`src/rtl/gfx_pkg.sv`:
```
// Shared graphics-path types and defaults for the rectangle fill engine.
package gfx_pkg;

   localparam int GFX_SCREEN_W = 640;
   localparam int GFX_SCREEN_H = 480;
   localparam int GFX_COORD_W  = 11;
   localparam int GFX_COLOR_W  = 1;

   typedef logic [GFX_COORD_W-1:0] coord_t;
   typedef logic [GFX_COLOR_W-1:0] color_t;

   typedef enum logic [1:0] {
      IDLE = 2'd0,
      FILL = 2'd1,
      DONE = 2'd2
   } fill_state_t;

endpackage

```
`src/rtl/rect_fill_engine_if.sv`:
```
// Command and framebuffer-write bundle of the rectangle fill engine.
interface rect_fill_engine_if
   import gfx_pkg::*;
#(
   parameter int COORD_W = GFX_COORD_W,
   parameter int COLOR_W = GFX_COLOR_W
);
   logic               start;
   logic [COORD_W-1:0] x0;
   logic [COORD_W-1:0] y0;
   logic [COORD_W-1:0] x1;
   logic [COORD_W-1:0] y1;
   logic [COLOR_W-1:0] color_in;
   logic               wr_ready;
   logic               wr_en;
   logic [COORD_W-1:0] x;
   logic [COORD_W-1:0] y;
   logic [COLOR_W-1:0] color;
   logic               busy;
   logic               done;

   // master is the engine; slave is the requester / framebuffer side
   modport master (
      input  start, x0, y0, x1, y1, color_in, wr_ready,
      output wr_en, x, y, color, busy, done
   );

   modport slave (
      output start, x0, y0, x1, y1, color_in, wr_ready,
      input  wr_en, x, y, color, busy, done
   );
endinterface

```
`src/rtl/rect_scan_counter.sv`:
```
// Two-level nested coordinate counter: inner axis wraps to its low bound and
// bumps the outer axis; last flags the final (x_hi, y_hi) position.
module rect_scan_counter #(
   parameter int COORD_W = 11
) (
   input  logic               clk,
   input  logic               reset,
   input  logic               load,
   input  logic               adv,
   input  logic               inner_is_y,
   input  logic [COORD_W-1:0] x_lo,
   input  logic [COORD_W-1:0] x_hi,
   input  logic [COORD_W-1:0] y_lo,
   input  logic [COORD_W-1:0] y_hi,
   output logic [COORD_W-1:0] x,
   output logic [COORD_W-1:0] y,
   output logic               last
);
   logic [COORD_W-1:0] x_q, x_d;
   logic [COORD_W-1:0] y_q, y_d;
   logic [COORD_W-1:0] x_lo_q, x_lo_d, x_hi_q, x_hi_d;
   logic [COORD_W-1:0] y_lo_q, y_lo_d, y_hi_q, y_hi_d;

   always_ff @(posedge clk) begin
      if (reset) begin
         x_q    <= '0;
         y_q    <= '0;
         x_lo_q <= '0;
         x_hi_q <= '0;
         y_lo_q <= '0;
         y_hi_q <= '0;
      end else begin
         x_q    <= x_d;
         y_q    <= y_d;
         x_lo_q <= x_lo_d;
         x_hi_q <= x_hi_d;
         y_lo_q <= y_lo_d;
         y_hi_q <= y_hi_d;
      end
   end

   always_comb begin
      x_d    = x_q;
      y_d    = y_q;
      x_lo_d = x_lo_q;
      x_hi_d = x_hi_q;
      y_lo_d = y_lo_q;
      y_hi_d = y_hi_q;
      if (load) begin
         x_lo_d = x_lo;
         x_hi_d = x_hi;
         y_lo_d = y_lo;
         y_hi_d = y_hi;
         x_d    = x_lo;
         y_d    = y_lo;
      end else if (adv) begin
         // adv is never raised on the last pixel, so the outer axis cannot step past its bound
         if (inner_is_y) begin
            if (y_q == y_hi_q) begin
               y_d = y_lo_q;
               x_d = x_q + 1'b1;
            end else begin
               y_d = y_q + 1'b1;
            end
         end else begin
            if (x_q == x_hi_q) begin
               x_d = x_lo_q;
               y_d = y_q + 1'b1;
            end else begin
               x_d = x_q + 1'b1;
            end
         end
      end
   end

   assign x    = x_q;
   assign y    = y_q;
   assign last = (x_q == x_hi_q) && (y_q == y_hi_q);

endmodule

```
`src/rtl/rect_fill_engine.sv`:
```
// Sweeps every pixel of a screen-clipped inclusive rectangle, issuing one
// valid/ready framebuffer write per accepted cycle; busy during, done after.
module rect_fill_engine
   import gfx_pkg::*;
#(
   parameter int SCREEN_W  = GFX_SCREEN_W,
   parameter int SCREEN_H  = GFX_SCREEN_H,
   parameter int COORD_W   = GFX_COORD_W,
   parameter int COLOR_W   = GFX_COLOR_W,
   parameter int ROW_MAJOR = 0
) (
   input logic                clk,
   input logic                reset,
   rect_fill_engine_if.master bus
);
   localparam logic [COORD_W-1:0] X_MAX = COORD_W'(SCREEN_W - 1);
   localparam logic [COORD_W-1:0] Y_MAX = COORD_W'(SCREEN_H - 1);

   fill_state_t state_q, state_d;
   logic [COLOR_W-1:0] color_q, color_d;

   logic [COORD_W-1:0] xa, xb, ya, yb;
   logic               load, empty, adv, last;
   logic               inner_is_y;
   logic [COORD_W-1:0] cnt_x, cnt_y;
   logic               wr_en_o, busy_o, done_o;

   assign xa = (bus.x0 > X_MAX) ? X_MAX : bus.x0;
   assign xb = (bus.x1 > X_MAX) ? X_MAX : bus.x1;
   assign ya = (bus.y0 > Y_MAX) ? Y_MAX : bus.y0;
   assign yb = (bus.y1 > Y_MAX) ? Y_MAX : bus.y1;

   assign load       = (state_q == IDLE) && bus.start;
   assign empty      = (xa > xb) || (ya > yb);
   assign adv        = (state_q == FILL) && bus.wr_ready && !last;
   assign inner_is_y = (ROW_MAJOR == 0);

   rect_scan_counter #(
      .COORD_W (COORD_W)
   ) u_scan (
      .clk        (clk),
      .reset      (reset),
      .load       (load),
      .adv        (adv),
      .inner_is_y (inner_is_y),
      .x_lo       (xa),
      .x_hi       (xb),
      .y_lo       (ya),
      .y_hi       (yb),
      .x          (cnt_x),
      .y          (cnt_y),
      .last       (last)
   );

   always_ff @(posedge clk) begin
      if (reset) begin
         state_q <= IDLE;
         color_q <= '0;
      end else begin
         state_q <= state_d;
         color_q <= color_d;
      end
   end

   always_comb begin
      state_d = state_q;
      color_d = color_q;
      case (state_q)
         IDLE: begin
            if (bus.start) begin
               color_d = bus.color_in;
               state_d = empty ? DONE : FILL;
            end
         end
         FILL: begin
            if (bus.wr_ready && last) begin
               state_d = DONE;
            end
         end
         DONE:    state_d = IDLE;
         default: state_d = IDLE;
      endcase
   end

   always_comb begin
      wr_en_o = 1'b0;
      busy_o  = 1'b0;
      done_o  = 1'b0;
      case (state_q)
         FILL: begin
            wr_en_o = 1'b1;
            busy_o  = 1'b1;
         end
         DONE:    done_o = 1'b1;
         default: ;
      endcase
   end

   assign bus.wr_en = wr_en_o;
   assign bus.busy  = busy_o;
   assign bus.done  = done_o;
   assign bus.x     = cnt_x;
   assign bus.y     = cnt_y;
   assign bus.color = color_q;

endmodule

```
`src/flat_wrapper.sv`:
```
// flat-port wrapper written by rule: the top's interface ports become plain ports
module rect_fill_engine_flat import gfx_pkg::*;
#(
   parameter int SCREEN_W  = GFX_SCREEN_W,
   parameter int SCREEN_H  = GFX_SCREEN_H,
   parameter int COORD_W   = GFX_COORD_W,
   parameter int COLOR_W   = GFX_COLOR_W,
   parameter int ROW_MAJOR = 0
)
  (clk, reset, bus_start, bus_x0, bus_y0, bus_x1, bus_y1, bus_color_in, bus_wr_ready, bus_wr_en, bus_x, bus_y, bus_color, bus_busy, bus_done);
  rect_fill_engine_if #(.COORD_W(COORD_W), .COLOR_W(COLOR_W)) bus_i ();
  input logic clk;
  input logic reset;
  input wire logic [$bits(bus_i.start)-1:0] bus_start;
  input wire logic [$bits(bus_i.x0)-1:0] bus_x0;
  input wire logic [$bits(bus_i.y0)-1:0] bus_y0;
  input wire logic [$bits(bus_i.x1)-1:0] bus_x1;
  input wire logic [$bits(bus_i.y1)-1:0] bus_y1;
  input wire logic [$bits(bus_i.color_in)-1:0] bus_color_in;
  input wire logic [$bits(bus_i.wr_ready)-1:0] bus_wr_ready;
  output wire logic [$bits(bus_i.wr_en)-1:0] bus_wr_en;
  output wire logic [$bits(bus_i.x)-1:0] bus_x;
  output wire logic [$bits(bus_i.y)-1:0] bus_y;
  output wire logic [$bits(bus_i.color)-1:0] bus_color;
  output wire logic [$bits(bus_i.busy)-1:0] bus_busy;
  output wire logic [$bits(bus_i.done)-1:0] bus_done;
  assign bus_i.start = bus_start;
  assign bus_i.x0 = bus_x0;
  assign bus_i.y0 = bus_y0;
  assign bus_i.x1 = bus_x1;
  assign bus_i.y1 = bus_y1;
  assign bus_i.color_in = bus_color_in;
  assign bus_i.wr_ready = bus_wr_ready;
  assign bus_wr_en = bus_i.wr_en;
  assign bus_x = bus_i.x;
  assign bus_y = bus_i.y;
  assign bus_color = bus_i.color;
  assign bus_busy = bus_i.busy;
  assign bus_done = bus_i.done;
  rect_fill_engine #(.SCREEN_W(SCREEN_W), .SCREEN_H(SCREEN_H), .COORD_W(COORD_W), .COLOR_W(COLOR_W), .ROW_MAJOR(ROW_MAJOR)) u_core (.clk(clk), .reset(reset), .bus(bus_i));
endmodule
```
`config.mk`:
```
export PLATFORM = sky130hd
export DESIGN_NAME = rect_fill_engine_flat
export DESIGN_NICKNAME = d
export VERILOG_FILES = /design/src/rtl/gfx_pkg.sv /design/src/rtl/rect_fill_engine_if.sv /design/src/rtl/rect_scan_counter.sv /design/src/rtl/rect_fill_engine.sv /design/src/flat_wrapper.sv
export SDC_FILE = /design/constraint.sdc
export NUM_CORES = 1
export LEC_CHECK = 0
export BUFFER_PORTS_ARGS = -buffer_cell sky130_fd_sc_hd__buf_2
export CAP_MARGIN = 15
export CORE_UTILIZATION = 60
export CTS_CLUSTER_SIZE = 20
export DETAILED_ROUTE_END_ITERATION = 16
export GPL_TIMING_DRIVEN = 0
export PLACE_DENSITY = 0.95
export SYNTH_ARGS = -nofsm -noshare
export SYNTH_HDL_FRONTEND = slang
export SYNTH_SLANG_ARGS = --single-unit
export TNS_END_PERCENT = 30
```
`constraint.sdc`:
```
create_clock -name clk -period 4.5 [get_ports clk]
set_input_delay 0.225 -clock clk [delete_from_list [all_inputs] [get_ports clk]]
set_output_delay 0.225 -clock clk [all_outputs]
set_load 0.05 [all_outputs]
```
==> results of run 1 <==
layout make-up:
type / count / area (sq um)
multi-input combinational: 354 / 2350
clock buffer: 13 / 169
tap: 72 / 90.1
fill: 384 / 1360
buffer: 26 / 111
inverter: 7 / 26.3
timing repair buffer: 74 / 373
sequential: 58 / 1160
clock inverter: 2 / 35.0
cells by family after synthesis:
kind of cell,Yosys count,share of synthesized area [%]
xor+xnor,38,9.77
buf+inv,33,3.78
fa+ha+maj,24,8.26
simple gates,184,26.7
flops,58,31.9
mux,4,1.14
other cells,2,0.206
compound gates,98,18.3
power groups by stage:
stage	registers [mW]	clock network, mW	logic (mW)
3_5_place_dp	0.657	0	0.572
5_1_grt	0.658	0.516	0.642
4_1_cts	0.648	0.495	0.584
2_1_floorplan	0.740	0	0.336
3_3_place_gp	0.654	0	0.555
6_report	0.653	0.504	0.602
sequential cells by signal (all words and copies together) (netlist names):
signal	cells
u_core.u_scan.x	11
u_core.u_scan.x_hi_q	11
u_core.u_scan.y	11
u_core.u_scan.y_hi_q	11
u_core.u_scan.y_lo_q	11
u_core.state_q	2
u_core.bus.color	1
Yosys cell counts (2+ instances only):
cell type and count:
xor2_1 17, and2_1 7, ha_1 24, nand2_1 35, nor3_1 16, nor2b_1 5, o31ai_1 3, nand4_1 15
clkbuf_1 19, a21oi_1 24, o211ai_1 3, o21ai_0 13, or3_1 12, and3_1 4, o211a_1 2, nor4_1 3
or2_2 7, a211oi_1 23, xnor2_1 18, o221a_2 2, conb_1 2, nand3_1 12, inv_1 7, xor2_2 3
dfxtp_1 58, nand4b_1 2, a31oi_1 9, buf_2 2, mux2i_1 3, nor2_1 54, nor4_4 2, o21a_1 4
buf_1 3
critical path, stage by stage:
cell and delay (ps):
buf_2 110, nor2_1 240, nand2_1 190, or2_2 320, ha_1 300, nor2b_1 130, o211ai_1 150, a21oi_1 90
a2111oi_0 660, o32a_1 340, a32o_1 180
layout by cell type, fill, tap and decap left out, types with 4 or more instances in the layout:
cell,synthesis,final
buf_2,2,75
dfxtp_1,58,58
nor2_1,54,54
nand2_1,35,35
a21oi_1,24,24
ha_1,24,24
a211oi_1,23,23
clkbuf_1,19,20
xnor2_1,18,18
xor2_1,17,17
nor3_1,16,16
nand4_1,15,15
o21ai_0,13,13
or3_1,12,12
nand3_1,12,12
clkbuf_8,0,12
a31oi_1,9,9
or2_2,7,7
and2_1,7,7
inv_1,7,7
conb_1,2,6
nor2b_1,5,5
and3_1,4,4
o21a_1,4,4
per-stage QoR:
stage               utilization, %  instance area [sq um]  setup slack, ps
floorplan                        -                   3650             1880
global route                  76.1                   4320             1790
global placement              72.4                   4110             1730
finish                        76.1                   4320             1840
detailed placement            72.4                   4110             1660
CTS                           76.0                   4310             2000
final timing paths:
check	startpoint	end
min reg2reg	u_core.u_scan.y_lo_q[10]	u_core.u_scan.y_lo_q[10]
max	bus_y0[9]	u_core.state_q[0]
min	bus_color_in	u_core.bus.color
max reg2reg	u_core.u_scan.x[6]	u_core.u_scan.x[6]
metal layers:
| metal | wire length (um) | up-vias |
|---|---|---|
| li1 | - | 1768 |
| met1 | 4280 | 1827 |
| met2 | 5170 | 300 |
| met3 | 1230 | 64 |
| met4 | 482 | 0 |
| met5 | 0 | - |
==> flow_metrics.tcl, run 1 <==
set metrics [dict create \
    status "finished clean" \
    drtPass1Iterations 6 \
    synthCells 441 \
    ctsHoldBuffers 0 \
    wire_per_inst_um 18.4 \
    synth-seq-cells 58 \
    critPathMaxFanout 6 \
    start_util_pct 64.1 \
    cp_data_required_time_ps 4780 \
    synthFlopType "dfxtp_1" \
    placed_cells 590 \
    p_int_mw 1.07 \
    min_period_ps 2660 \
    grt_util_all_layers_pct 36.6 \
    busiest_layer "met2" \
    first_iter_violations 587 \
    synth_top_area_share_pct 31.9 \
    cp_data_arrival_time_ps 2950 \
    netSwitchingFraction_pct 39.0 \
    finalSetupViolations 0 \
    synth_area_leaders "dfxtp_1 (32%), ha_1 (8.3%), nor2_1 (5.6%)" \
    fin_skew_ps 7.09 \
    drive_gt1_share_pct 21.3 \
    seq_area_frac_synth_pct 31.9 \
    yosys.area.top_type "dfxtp_1" \
    gr-usage-met1_pct 44.4 \
    cts-root-buf "clkbuf_8" \
    async_flop_share_pct 0 \
    clockPowerShare_pct 28.7 \
    layout.nets 603 \
    worst_hold_slack_ps 125 \
    slew_viol_final 0 \
    drt-total-wl_mm 11.2 \
    powerDensity_nw_per_um2 407 \
    period_share_pct 59.2 \
    seqPwrFrac_pct 37.1 \
    cts.sinks 58 \
    cts_tree "done" \
    fp.dieW_um 79.9 \
    post_cts_buffers 0 \
    post_cts_resized 0 \
    r2r_setup_slack_ps 1900 \
    cts.clk_slew.worst_paths_ps 70 \
    grt_setup_unrepaired "false" \
    placeableCoreArea_sq_um 5680 \
    stdcell_count 606 \
    grt_use_met3_pct 7.77 \
    clock_latency_ps 350 \
    tightest_slew_ps 785 \
    relSlewSlack_pct 47.3 \
    ys_warn_count 0 \
    vias 3959 \
    critPathKind "in2reg" \
    grt_pass1_vias 3725 \
    gp_congestion 0.929 \
    via_per_inst 6.53 \
    die_h_um 79.9 \
    die-area_sq_um 6380 \
    total_power_mw 1.76 \
    peakVddDrop_mv 0.257 \
    leakagePower_nw 1.84 \
    synth.avg_cell_area_sq_um 8.25 \
    grtUsageMet2_pct 58.8 \
    clk_path_buf_depth 2 \
    htree_levels 3 \
    overflow 0 \
    grt_max_degree 11 \
    final-hold-violation-count 0 \
    hold_class "in2reg" \
    diodes 0 \
    maxCapViolCount 0 \
    worstHoldPathCells 3 \
    worstRegToRegCells 7 \
    syn2layout_area_growth_pct 18.7 \
    fmaxAchievable_ghz 0.375 \
    antenna_found_initial 0 \
    synth_edf_count 0 \
    top_level_ports 75 \
    syn_area_sq_um 3640 \
    ant_nets 0 \
    worst_setup_path_end_kind "flip-flop" \
    power.switching_mw 0.686 \
    setup_tns_ps 0 \
    post-dp-hpwl_mm 7.85 \
    start_kind "input port" \
    yosysUniqueCellTypes 61 \
    place.port_buffers 73 \
    cts_buffers 9 \
    grt_pass1_wl_mm 17.8 \
    comb_power_share_pct 34.2 \
    num_rows 27 \
    drc_errors 0 \
]
Power figures use the tool's default switching activity.
==> inputs of run 2 (changes only) <==
--- a/config.mk
+++ b/config.mk
@@ -5,13 +5,14 @@
 export SDC_FILE = /design/constraint.sdc
 export NUM_CORES = 1
 export LEC_CHECK = 0
+export ABC_AREA = 1
 export BUFFER_PORTS_ARGS = -buffer_cell sky130_fd_sc_hd__buf_2
 export CAP_MARGIN = 15
-export CORE_UTILIZATION = 60
+export CORE_UTILIZATION = 50
 export CTS_CLUSTER_SIZE = 20
 export DETAILED_ROUTE_END_ITERATION = 16
 export GPL_TIMING_DRIVEN = 0
-export PLACE_DENSITY = 0.95
+export PLACE_DENSITY = 0.86
 export SYNTH_ARGS = -nofsm -noshare
 export SYNTH_HDL_FRONTEND = slang
 export SYNTH_SLANG_ARGS = --single-unit
==> constraint.sdc (replaced) <==
create_clock -name clk -period 2.42 [get_ports clk]
set_input_delay 0.121 -clock clk [delete_from_list [all_inputs] [get_ports clk]]
set_output_delay 0.121 -clock clk [all_outputs]
set_load 0.05 [all_outputs]
==> flow_metrics.tcl, run 2 <==
set metrics [dict create \
    pre_cts_ws_ps -56.9 \
    yosys.area_share.simple_pct 34.5 \
    total_power_mw 3.14 \
    die_h_um 89.1 \
    drive_gt1_share_pct 17.5 \
    wire_per_inst_um 13.6 \
    synthMuxAreaShare_pct 0 \
    hold_class "in2reg" \
    power.switching_mw 1.34 \
    worst_setup_path_end_kind "flip-flop" \
    placeableCoreArea_sq_um 7290 \
    diodes 0 \
    via_per_inst 5.37 \
    syn_area_sq_um 3790 \
    final_common_cell "nand2_1" \
    cts-root-buf "clkbuf_8" \
    fmaxAchievable_ghz 0.450 \
    cp_data_arrival_time_ps 2470 \
    post_cts_resized 0 \
    ys_warn_count 0 \
    netSwitchingFraction_pct 42.7 \
    yosysUniqueCellTypes 30 \
    comb_power_share_pct 37.2 \
    post-dp-hpwl_mm 8.16 \
    synthCells 598 \
    grt_util_all_layers_pct 29.5 \
    yosys.area.top_type "dfxtp_1" \
    peakVddDrop_mv 0.332 \
    synth.avg_cell_area_sq_um 6.34 \
    slew_viol_final 0 \
    drtPass1Iterations 5 \
    start_kind "input port" \
    grt_setup_unrepaired "false" \
    overflow 0 \
    cts_tree "done" \
    relSlewSlack_pct 60.8 \
    synth_area_leaders "dfxtp_1 (31%), nand2_1 (17%), nor2_1 (8.0%)" \
    first_iter_violations 325 \
    final-hold-violation-count 0 \
    cts.sinks 58 \
    synth_compound_area_share_pct 13.8 \
    post_cts_buffers 0 \
    top_level_ports 75 \
    drc_errors 0 \
    synthTopCellsByCount "nand2_1 (173), nor2_1 (81), dfxtp_1 (58)" \
    drt-total-wl_mm 10.7 \
    status "finished clean" \
    start_util_pct 52.0 \
    ant_nets 0 \
    fillCellCount 681 \
    seq_area_frac_synth_pct 30.6 \
    synthAdderAreaFrac_pct 7.92 \
    place.port_buffers 73 \
    cts.clk_slew.worst_paths_ps 70 \
    cts_buffers 9 \
    setup_ws_ps 199 \
    final_cell_mix "nand2_1 (173), buf_2 (82), nor2_1 (81), dfxtp_1 (58), inv_1 (56)" \
    slowest_delay_ps 390 \
    critPathMaxFanout 6 \
    synth_top_family_by_area "simple AND/OR/NAND/NOR gates" \
    finalSetupViolations 0 \
    vias 4239 \
    critPathKind "in2reg" \
    leakagePower_nw 2.27 \
    maxCapViolCount 0 \
    worstPathCellList "buf_2 -> or2_2 -> a21oi_1 -> inv_1 -> nor2_1 -> ha_1 -> a21oi_1 -> o21ai_0 -> nand3_1 -> nand3_1 -> nand2_1 -> nand2_1 -> a31oi_1 -> nor2_1" \
    synth-seq-cells 58 \
    clockPowerShare_pct 24.5 \
    num_rows 31 \
    synth_top_area_share_pct 30.6 \
    antenna_found_initial 0 \
    cp_data_required_time_ps 2670 \
    cp_slowest_cell "a21oi_1" \
    yosysMostFrequentCell "nand2_1" \
    grt_pass1_wl_mm 17.8 \
    syn2layout_area_growth_pct 17.6 \
    clk_path_buf_depth 2 \
    worst_hold_slack_ps 34.1 \
    async_flop_share_pct 0 \
    yosys.area_share.xor_xnor_pct 4.39 \
    grt_max_degree 11 \
    die-area_sq_um 7930 \
    gp_congestion 0.931 \
    grt_pass1_vias 3978 \
    layout.nets 759 \
    synth_edf_count 0 \
    period_share_pct 91.8 \
    fp.dieW_um 89.1 \
    ctsHoldBuffers 0 \
    htree_levels 3 \
    seqPwrFrac_pct 38.3 \
    min_period_ps 2220 \
    powerDensity_nw_per_um2 705 \
    synthFlopType "dfxtp_1" \
    clock_latency_ps 350 \
    p_int_mw 1.80 \
    fin_skew_ps 6.29 \
    tightest_slew_ps 588 \
]
==> run 2: cell types whose count changed after synthesis, sizes merged, moves of 8 or more <==
| cell | delta |
|---|---|
| a211oi | -24 |
| a21oi | +22 |
| nor2 | +29 |
| or2 | +8 |
| xnor2 | -10 |
| clkbuf | -9 |
| xor2 | -9 |
| nor3 | -12 |
| nand4 | -8 |
| nand3 | +15 |
| or3 | -12 |
| nand2 | +141 |
| inv | +51 |
| o21ai | +30 |
==> run 2: through the flow <==
stage | utilization [%] | area [sq um] | std cells | TNS [ps]
after global placement | 58.9 | 4300 | 774 | 0
after global routing | 61.1 | 4460 | 790 | 0
after floorplan | - | 3810 | 602 | 0
after CTS | 61.1 | 4460 | 790 | 0
final | 61.1 | 4460 | 790 | 0
after detailed placement | 58.9 | 4300 | 774 | -56.9
==> run 2: layer usage <==
layer	GRT usage (%)	part of all wire, %	wire length [um]
met5	0	0	0
met4	14.6	3.0	319
met3	3.88	7.8	840
met2	48.7	46	4900
met1	38.1	43	4660
==> run 2: worst paths after layout <==
| kind | cells after the start | slack, ps | to | startpoint |
|---|---|---|---|---|
| worst max register to register | 12 | 480 | u_core.u_scan.y[8] | u_core.u_scan.y[0] |
| worst min register to register | 2 | 450 | u_core.u_scan.y_lo_q[10] | u_core.u_scan.y_lo_q[10] |
| worst max-delay path | 14 | 200 | u_core.state_q[1] | bus_x1[7] |
| worst min-delay path | 3 | 30 | u_core.bus.color | bus_color_in |
==> run 2: critical path, delay by kind of cell <==
kind	cells	cell delay, ps
adder cells (fa/ha/maj)	1	270
buffers and inverters	2	340
AND/OR/NAND/NOR	7	890
AO/OA/AOI/OAI	4	850
==> run 2: logic make-up after synthesis <==
group	count (synthesis)
simple gates	315
compound gates	100
fa+ha+maj	24
buf+inv	80
other cells	2
flops	58
xor+xnor	19
==> run 2: power groups by stage <==
stage | Clock [mW] | Combinational (mW) | Sequential, mW
floorplan | 0 | 0.669 | 1.38
global placement | 0 | 1.10 | 1.21
detailed placement | 0 | 1.14 | 1.22
CTS | 0.764 | 1.15 | 1.20
global route | 0.806 | 1.30 | 1.22
finish | 0.770 | 1.17 | 1.20
==> run 2: area by class of cell <==
| type | count | area [sq um] | area share, % |
|---|---|---|---|
| inverters | 58 | 218 | 4.88 |
| flip-flops and latches | 58 | 1160 | 26.1 |
| multi-input cells | 464 | 2320 | 52.1 |
| clock inverters | 6 | 33.8 | 0.758 |
| well taps | 99 | 124 | 2.78 |
| repair buffers | 73 | 365 | 8.20 |
| plain buffers | 22 | 105 | 2.36 |
| clock buffers | 10 | 128 | 2.86 |
